**config.mk**
```make
export PLATFORM = sky130hd
export DESIGN_NAME = boxcar_decoder
export DESIGN_NICKNAME = d
export VERILOG_FILES = /design/src/rtl/boxcar_pkg.sv /design/src/rtl/sample_history.sv /design/src/rtl/boxcar_decoder.sv
export SDC_FILE = /design/constraint.sdc
export NUM_CORES = 1
export LEC_CHECK = 0
export BUFFER_PORTS_ARGS = -buffer_cell sky130_fd_sc_hd__buf_2
export CAP_MARGIN = 20
export CORE_MARGIN = 4
export CORE_UTILIZATION = 53
export DETAILED_ROUTE_END_ITERATION = 6
export PLACE_DENSITY_LB_ADDON = 0.08
export RECOVER_POWER = 100
export SYNTH_ARGS = -nofsm -noshare
export SYNTH_HDL_FRONTEND = slang
export SYNTH_SLANG_ARGS = --single-unit
```
**constraint.sdc**
```tcl
create_clock -name clk -period 2.5 [get_ports clk]
set_clock_uncertainty 0.15 [all_clocks]
set_input_delay 0.25 -clock clk [delete_from_list [all_inputs] [get_ports clk]]
set_output_delay 0.25 -clock clk [all_outputs]
set_load 0.01 [all_outputs]
```
**src/rtl/boxcar_pkg.sv**
```systemverilog
// rtl/boxcar_pkg.sv - shared types and sizing helpers for the boxcar decoder
package boxcar_pkg;

  typedef enum logic [0:0] {
    RUN    = 1'b0,
    RESYNC = 1'b1
  } state_t;

  localparam int ERR_COUNT_W = 8;

  // The moving sum of tap_size w-bit samples needs log2(tap_size) extra bits.
  function automatic int sum_width(input int tap_size, input int w);
    return $clog2(tap_size) + w;
  endfunction

endpackage

```
**src/rtl/sample_history.sv**
```systemverilog
// rtl/sample_history.sv - depth-deep sample shift register exposing only the oldest entry
module sample_history #(
  parameter int depth = 4,
  parameter int width = 4
) (
  input  logic             clk,
  input  logic             reset,
  input  logic             clear,
  input  logic             shift,
  input  logic [width-1:0] din,
  output logic [width-1:0] oldest
);

  logic [width-1:0] data [depth];

  always_ff @(posedge clk) begin
    if (reset || clear) begin
      for (int i = 0; i < depth; i++) data[i] <= '0;
    end else if (shift) begin
      data[0] <= din;
      for (int i = 1; i < depth; i++) data[i] <= data[i-1];
    end
  end

  assign oldest = data[depth-1];

endmodule

```
**src/rtl/boxcar_decoder.sv**
```systemverilog
// rtl/boxcar_decoder.sv - inverse of the tapSize-tap moving-sum filter
// BOXCAR_DEC_CHECK_EN enables consistency checking, RESYNC, err, err_count and in_sync.
module boxcar_decoder
  import boxcar_pkg::*;
#(
  parameter int tapSize = 4,
  parameter int width   = 4
) (
  input  logic                              clk,
  input  logic                              reset,
  input  logic                              in_valid,
  input  logic [$clog2(tapSize)+width-1:0]  in,
  output logic                              out_valid,
  output logic [width-1:0]                  out,
  output logic                              err,
  output logic                              in_sync,
  output logic [ERR_COUNT_W-1:0]            err_count
);

  localparam int S = sum_width(tapSize, width);

  logic [S-1:0]       y_prev;
  logic [width-1:0]   oldest;
  logic signed [S+1:0] d;
  logic               hist_shift;
  logic               hist_clear;

  // Two guard bits keep both the negative and the over-range result exact.
  assign d = $signed({2'b00, in}) - $signed({2'b00, y_prev})
           + $signed({{(S+2-width){1'b0}}, oldest});

  sample_history #(
    .depth (tapSize),
    .width (width)
  ) u_history (
    .clk    (clk),
    .reset  (reset),
    .clear  (hist_clear),
    .shift  (hist_shift),
    .din    (d[width-1:0]),
    .oldest (oldest)
  );

`ifdef BOXCAR_DEC_CHECK_EN

  state_t state;
  logic   in_range;

  assign in_range   = ~d[S+1] && (d[S:width] == '0);
  assign hist_shift = in_valid && (state == RUN) && in_range;
  assign hist_clear = in_valid && (state == RESYNC) && (in == '0);

  always_ff @(posedge clk) begin
    if (reset) begin
      state     <= RUN;
      y_prev    <= '0;
      out       <= '0;
      out_valid <= 1'b0;
      err       <= 1'b0;
      in_sync   <= 1'b1;
      err_count <= '0;
    end else begin
      out_valid <= 1'b0;
      err       <= 1'b0;
      if (in_valid) begin
        case (state)
          RUN: begin
            if (in_range) begin
              out       <= d[width-1:0];
              out_valid <= 1'b1;
              y_prev    <= in;
            end else begin
              err     <= 1'b1;
              state   <= RESYNC;
              in_sync <= 1'b0;
              if (err_count != '1) err_count <= err_count + ERR_COUNT_W'(1);
            end
          end
          RESYNC: begin
            // A zero sum means every sample in the window was zero: history is known again.
            if (in == '0) begin
              y_prev    <= '0;
              out       <= '0;
              out_valid <= 1'b1;
              state     <= RUN;
              in_sync   <= 1'b1;
            end
          end
          default: state <= RUN;
        endcase
      end
    end
  end

`else

  logic unused_d_hi;

  assign unused_d_hi = ^d[S+1:width];
  assign hist_shift  = in_valid;
  assign hist_clear  = 1'b0;
  assign err         = 1'b0;
  assign in_sync     = 1'b1;
  assign err_count   = '0;

  always_ff @(posedge clk) begin
    if (reset) begin
      y_prev    <= '0;
      out       <= '0;
      out_valid <= 1'b0;
    end else begin
      out_valid <= in_valid;
      if (in_valid) begin
        out    <= d[width-1:0];
        y_prev <= in;
      end
    end
  end

`endif

endmodule

```
# --- After elaboration in Yosys (flattened, before gate mapping) ---
# Memory sizes are Yosys's and may differ from the RTL's.
# Index checks and enable logic that the tools add are counted.
classes:
  bitwise: 4
  muxes: 9
  add_sub_neg: 2
ops:
  columns: ["op", "n"]
  rows:
  - ["two-way mux 4 bit", 4]
  - ["two-way mux 1 bit", 5]
  - ["adder 4 bit", 1]
  - ["bitwise OR 1 bit", 4]
  - ["subtractor 4 bit", 1]
word_totals:
  ramBits: 16
  ff_bits: 9
  word_cells: 19
  n_memories: 1
mem_list:
  columns: ["memory", "words", "width", "rd", "rd_clocked_by_memory_dff", "write_ports", "line_no", "rtl"]
  rows:
  - ["u_history.data", 4, 4, 4, 0, 4, "sample_history.sv:14", "logic [width-1:0] data [depth];"]

# --- Depth between registers and ports, before layout ---
# Gate-level depths: netlist of run 1.
logic_depth:
  depth_word: 4
  depth_mapped: 8

# --- Cells and area by module ---
# Synthesis of run 1 repeated with hierarchy kept, for this count alone.
unflattened:
  cells_unflattened: 103
  hier_area_um2: 1295.0
by_module_without_submodules:
  columns: ["module", "n_inst", "area_per_inst_um2", "cells_per_inst"]
  rows:
  - ["sample_history", 1, 701.9, 36]
  - ["boxcar_decoder", 1, 593.1, 67]

# --- Least setup slack after synthesis of run 1 ---
# No wires, ideal clock.
synth_path:
  path_type: "in2reg"
  start: "input in[1]"
  end: "memory u_history.data[0][3] (data pin)"
  cell_stages: 8
  required_time_ps: 2090
  slack_ps: 406
  arrival_ps: 1684
  path_buffers: 0
  setup_time_ps: 260
  path_cell_list: "inv_1 fa_1 inv_1 ha_1 a21o_1 a21oi_1 xnor2_1 nor2_1"
synth_lines:
  columns: ["element", "line_no", "rtl"]
  rows:
  - ["from (decl)", "boxcar_decoder.sv:12", "input logic [$clog2(tapSize)+width-1:0] in,"]
  - ["to (decl)", "sample_history.sv:14", null]

==> results of run 1 <==
[cell usage after synthesis]
master,number
edfxtp_1,16
and2_1,14
inv_1,11
buf_4,10
nor2_1,10
dfxtp_1,9
mux2i_1,6
xnor2_1,5
ha_1,4
buf_2,3
fa_1,3
conb_1,2
a211oi_1,1
a211oi_2,1
a21o_1,1
a21oi_1,1
nand2b_1,1
or2_2,1
[worst reg2reg max path, stage by stage (launching register included)]
cell      delay (ps)
edfxtp_1         360
inv_1             50
fa_1             480
inv_1             70
ha_1             290
a21o_1           180
a21oi_1          170
xnor2_1          200
nor2_1            70
[metrics by stage]
| stage | worst slack [ps] | total power (uW) |
|---|---|---|
| 6_report | 242 | 813 |
| 4_1_cts | 219 | 822 |
| 2_1_floorplan | 406 | 614 |
| 3_3_place_gp | 188 | 640 |
| 5_1_grt | 95.9 | 864 |
| 3_5_place_dp | 158 | 644 |
[flip-flops by register name, summed over array words and instances, names as in the netlist]
name            count
out                 4
out_valid           1
u_history.data     16
y_prev              4
[final cells by class]
| type | instances | area, sq um | share of cell area, % |
|---|---|---|---|
| sequential | 25 | 661 | 53.5 |
| multi-input combinational | 58 | 422 | 34.1 |
| timing repair buffer | 11 | 47.5 | 3.85 |
| inverter | 11 | 41.3 | 3.34 |
| tap | 27 | 33.8 | 2.74 |
| clock buffer | 3 | 22.5 | 1.82 |
| clock inverter | 1 | 7.51 | 0.608 |
[metal layers]
layer	vias up	track usage, %	part of all wire [%]
met5	-	0	0
met4	0	3.13	0
met3	0	3.03	4.2
met2	10	18.9	46
met1	292	14.9	50
li1	313	-	-
[kinds of logic after synthesis]
| family | count (synthesis) | share of synthesized area [%] |
|---|---|---|
| simple gates | 26 | 11.6 |
| flops | 25 | 55.8 |
| buf+inv | 24 | 11.1 |
| fa+ha+maj | 7 | 9.30 |
| mux | 6 | 5.07 |
| xor+xnor | 5 | 3.70 |
| compound gates | 4 | 2.75 |
| other cells | 2 | 0.634 |
[worst max path at each step]
stage	start	end	cells after the start
2_1_floorplan	in[1]	u_history.data[0][3]	8
3_3_place_gp	in[1]	u_history.data[0][3]	9
3_5_place_dp	in[1]	u_history.data[0][3]	9
4_1_cts	u_history.data[0][13]	u_history.data[0][3]	8
5_1_grt	u_history.data[0][13]	u_history.data[0][3]	8
6_report	u_history.data[0][13]	u_history.data[0][3]	8
[report_power, final]
group / switching [uW] / internal (uW) / total, uW
combinational: 83.7 / 58.4 / 142
clock: 121 / 60.9 / 182
sequential: 11.8 / 476 / 488
total: 217 / 596 / 813
==> out/metrics.cfg, run 1 <==
[hold_path]
holdPathStages=3
holdCritStartpoint=in[1]
hold_path_class=in -> reg
holdPathEnd=y_prev[1]

[floorplan]
die_h_um=55.3
die-area_sq_mm=0.00305
io_pins=24
die-width_um=55.3
core_area_sq_mm=0.00204
start_util_pct=58.0
fp-row-count=16

[placed_design]
hpwlAfterDp_um=1250
placement.io_buffers=11
routabilityCongestion=0.785
post_dp_cell_area_sq_mm=0.00121
place_inst=132

[detailed_routing]
avgViaCountPerCell=4.52
postRouteAntennaNets=0
first_iter_violations=8
first_pass_iters=4
drt-wirelength-per-cell_um=12.2
drc=0
vias=615
drt-total-wl_um=1660

[final_layout]
final_common_cell=edfxtp_1
most-common-layout-cells=16 x edfxtp_1, 11 x inv_1, 10 x nor2_1, 10 x conb_1, 9 x dfxtp_1
drive_gt1_share_pct=9.17
finalNonFillerCells=136
diodes=0
nNetsFinal=126
final_area_sq_mm=0.00123
post-route-util_pct=60.5
nFillCells=176
syn2layout_area_growth_pct=4.33

[logic_synthesis]
syn_area_sq_mm=0.00118
synth.avg_cell_area_sq_um=12.0
ys_seq_area_share_pct=55.8
synth-seq-cells=25
synth.distinct_cells=18
synthCells=99
synth_top_area_share_pct=40.6
ys_warn_count=0
synth_top_area_cell=edfxtp_1
synth_area_leaders=edfxtp_1 41%, dfxtp_1 15%, and2_1 7.4%, buf_4 6.3%, fa_1 5.1%

[grt]
grt_pass1_vias=617
grt_start_max_net_pins=17
grt_pass1_wl_um=2770
track_usage_pct=11.5
overflow=0
antenna_found_initial=0

[sta]
fin_tns_setup_ps=0
period_minus_slack_ps=2260
slew_violations=0
rsz0062_at_grt=no
final-setup-viol-count=0
slew_headroom_pct=26.9
finalHoldViolations=0
fmax_ghz=0.443
worst_hold_slack_ps=34.7
fin_crit_sh_pct=90.3
worst_pin_slew_ps=1100

[cts]
root_buffer=clkbuf_4
cts_tree=yes
post-cts-setup-buffer-count=0
ctsResizeCount=0
cts_made_buffers=3
insertion_delay_ps=310
holdBufCountCts=0
clock_path_buffers=2
cts_sinks=25
h-tree-depth=1
clk_pin_slew_ps=140

[critical_path]
crit_slowest_cell=fa_1
crit_top_cell=inv_1
startpoint_type=register
r2r-end=u_history.data[0][3]
r2r_slack_ps=240
critPathTopFamily=adder cells
crit_path_cell_trace=inv_1, fa_1, inv_1, ha_1, a21o_1, a21oi_1, xnor2_1, nor2_1
reg2reg_depth=8
criticalPathCategory=reg -> reg
arrival_ps=2190
max_stage_delay_ps=480
cp.required_ps=2430
rr_startpoint=u_history.data[0][13]
critPathCaptureType=register
critPathMaxFanout=2
crit_buf_inv=2

[power]
p_leak_uw=0.000541
irDropWorstVdd_mv=0.463
power.density_mw_per_mm2=658

[flow_run]
maxCapViolations=0

[outcome]
outcome=finished clean

Note: power is estimated with default switching activity, not from simulation.
==> run 2: changes to the inputs <==
--- a/config.mk
+++ b/config.mk
@@ -8,7 +8,7 @@
 export BUFFER_PORTS_ARGS = -buffer_cell sky130_fd_sc_hd__buf_2
 export CAP_MARGIN = 20
 export CORE_MARGIN = 4
-export CORE_UTILIZATION = 53
+export CORE_UTILIZATION = 35
 export DETAILED_ROUTE_END_ITERATION = 6
 export PLACE_DENSITY_LB_ADDON = 0.08
 export RECOVER_POWER = 100
==> run 2 against run 1 <==
  * Design area rose by 1.7%
  * Critical path depth did not move
  * Critical endpoint unchanged
  * Worst setup slack got worse by 17 ps
  * Register-to-register slack got worse by 20 ps
  * Count of clock-buffer cells in the layout did not move
  * Flip-flop and latch count did not move
  * Core utilization fell by 21 points
  * Routed wire length rose by 3.4%
  * Highest routed layer is now met4
  * Cell count rose by 13%
==> out/metrics.cfg, run 2 (synthesized netlist as in run 1, its figures left out) <==
[floorplan]
io_pins=24  ; unchanged
die-area_sq_mm=0.00438  ; +43%
start_util_pct=37.5  ; -20 points
fp-row-count=20  ; +4
die_h_um=66.2  ; +20%
die-width_um=66.2  ; +20%
core_area_sq_mm=0.00315  ; +54%

[cts]
clk_pin_slew_ps=150  ; about the same
post-cts-setup-buffer-count=0  ; unchanged
ctsResizeCount=0  ; unchanged
holdBufCountCts=0  ; unchanged
h-tree-depth=1  ; unchanged
root_buffer=clkbuf_4
insertion_delay_ps=330  ; +20 ps
clock_path_buffers=2  ; unchanged
cts_made_buffers=3  ; unchanged
cts_tree=yes
cts_sinks=25  ; unchanged

[critical_path]
arrival_ps=2220  ; +30 ps
critPathCaptureType=register
criticalPathCategory=reg -> reg
cp.required_ps=2440  ; about the same
critPathMaxFanout=2  ; unchanged
startpoint_type=register

[final_layout]
syn2layout_area_growth_pct=6.13
finalNonFillerCells=153  ; +13%
reg_top3=u_history.data: 16 flops, out: 4 flops, y_prev: 4 flops
final_common_cell=edfxtp_1
nFillCells=331  ; +88%
diodes=0  ; unchanged
nNetsFinal=126  ; unchanged
largest_reg_flops=16  ; unchanged
seqCellArea_sq_um=661  ; unchanged
most-common-layout-cells=16 x edfxtp_1, 11 x inv_1, 10 x nor2_1, 10 x conb_1, 9 x dfxtp_1
drive_gt1_share_pct=9.17  ; unchanged
multi_input_area_sq_um=422  ; unchanged
top_register=u_history.data

[power]
intPower_uw=596  ; about the same
pwr-share-clk_pct=23.4  ; +1.0 points
pwr-share-seq_pct=59.1  ; -1.0 points
power.density_mw_per_mm2=656  ; -0.33%
irDropWorstVdd_mv=0.243  ; -47%
p_leak_uw=0.000540  ; -0.16%
swShare_pct=27.6  ; +0.95 points
p_comb_share_pct=17.5  ; about the same
p_sw_uw=228  ; +5.0%

[sta]
fmax_ghz=0.440  ; -0.74%
finalHoldViolations=0  ; unchanged
slew_headroom_pct=29.2  ; +2.3 points
slew_violations=0  ; unchanged
rsz0062_at_grt=no
worst_pin_slew_ps=1060  ; -34.6 ps
fin_tns_setup_ps=0  ; unchanged
final-setup-viol-count=0  ; unchanged
period_minus_slack_ps=2270  ; +16.9 ps
fin_crit_sh_pct=91.0  ; +0.68 points

[grt]
track_usage_pct=9.39  ; -2.1 points
grt_pass1_vias=626  ; +1.5%
overflow=0  ; unchanged
antenna_found_initial=0  ; unchanged
grt_start_max_net_pins=17  ; unchanged
grt_pass1_wl_um=3030  ; +9.2%

[detailed_routing]
first_iter_violations=16  ; +8
postRouteAntennaNets=0  ; unchanged
vias=609  ; -0.98%
drt-total-wl_um=1710  ; +3.4%
avgViaCountPerCell=3.98  ; -12%
drc=0  ; unchanged
first_pass_iters=2  ; -2
drt-wirelength-per-cell_um=11.2  ; -8.1%

[outcome]
outcome=finished clean

[placed_design]
hpwlAfterDp_um=1180  ; -5.2%
routabilityCongestion=0.719  ; -8.4%
place_inst=149  ; +13%
placement.io_buffers=11  ; unchanged

[hold_path]
hold_path_class=in -> reg

[flow_run]
maxCapViolations=0  ; unchanged

==> run 2: changes by cell type in the layout (fill, tap and decap cells not counted) <==
cell,change
and2_1,-1
and2_0,+1
==> run 2: per-stage QoR <==
step                instance area, sq um  hold slack (ps)  total power (uW)  util, %  worst slack (ps)
floorplan                           1210              247               614        -               406
global placement                    1230              321               644     39.1               164
detailed placement                  1230              327               643     39.1               174
CTS                                 1260             2.09               841     40.1               214
global route                        1260             19.2               881     39.8              98.0
finish                              1260             13.2               824     39.8               225
==> run 2: critical path, cell delays in order, from the launching register on <==
cell and delay, ps:
edfxtp_1 350, inv_1 50, fa_1 480, inv_1 80, ha_1 300, a21o_1 180
a21oi_1 160, xnor2_1 210, nor2_1 80
==> run 2: layout make-up <==
class | count | share of cell area, %
multi-input cells | 58 | 33.6
well taps | 44 | 4.38
inverters | 11 | 3.29
flip-flops and latches | 25 | 52.6
clock buffers | 3 | 1.79
clock inverters | 1 | 0.598
repair buffers | 11 | 3.78
==> run 2: worst paths after layout <==
| path | from | to | slack, ps | depth (start not counted) |
|---|---|---|---|---|
| setup / recovery | u_history.data[0][13] | u_history.data[0][3] | 230 | 8 |
| hold / removal | in[1] | y_prev[1] | 10 | 3 |
| setup reg to reg | u_history.data[0][13] | u_history.data[0][3] | 230 | 8 |
| hold reg to reg | out[2] | out[2] | 350 | 2 |
==> run 2: routing by layer <==
metal | track usage (%) | up-vias | routed length (um)
met1 | 12.8 | 278 | 857
li1 | - | 318 | -
met2 | 13.3 | 11 | 769
met5 | 0 | - | 0
met3 | 2.55 | 2 | 69
met4 | 5.33 | 0 | 19
==> run 2: power groups by stage <==
| stage | combinational, uW | sequential, uW | clock, uW |
|---|---|---|---|
| after floorplan | 115 | 499 | 0 |
| after global placement | 148 | 496 | 0 |
| after detailed placement | 146 | 496 | 0 |
| after CTS | 149 | 487 | 205 |
| after global routing | 166 | 492 | 222 |
| final | 144 | 487 | 193 |
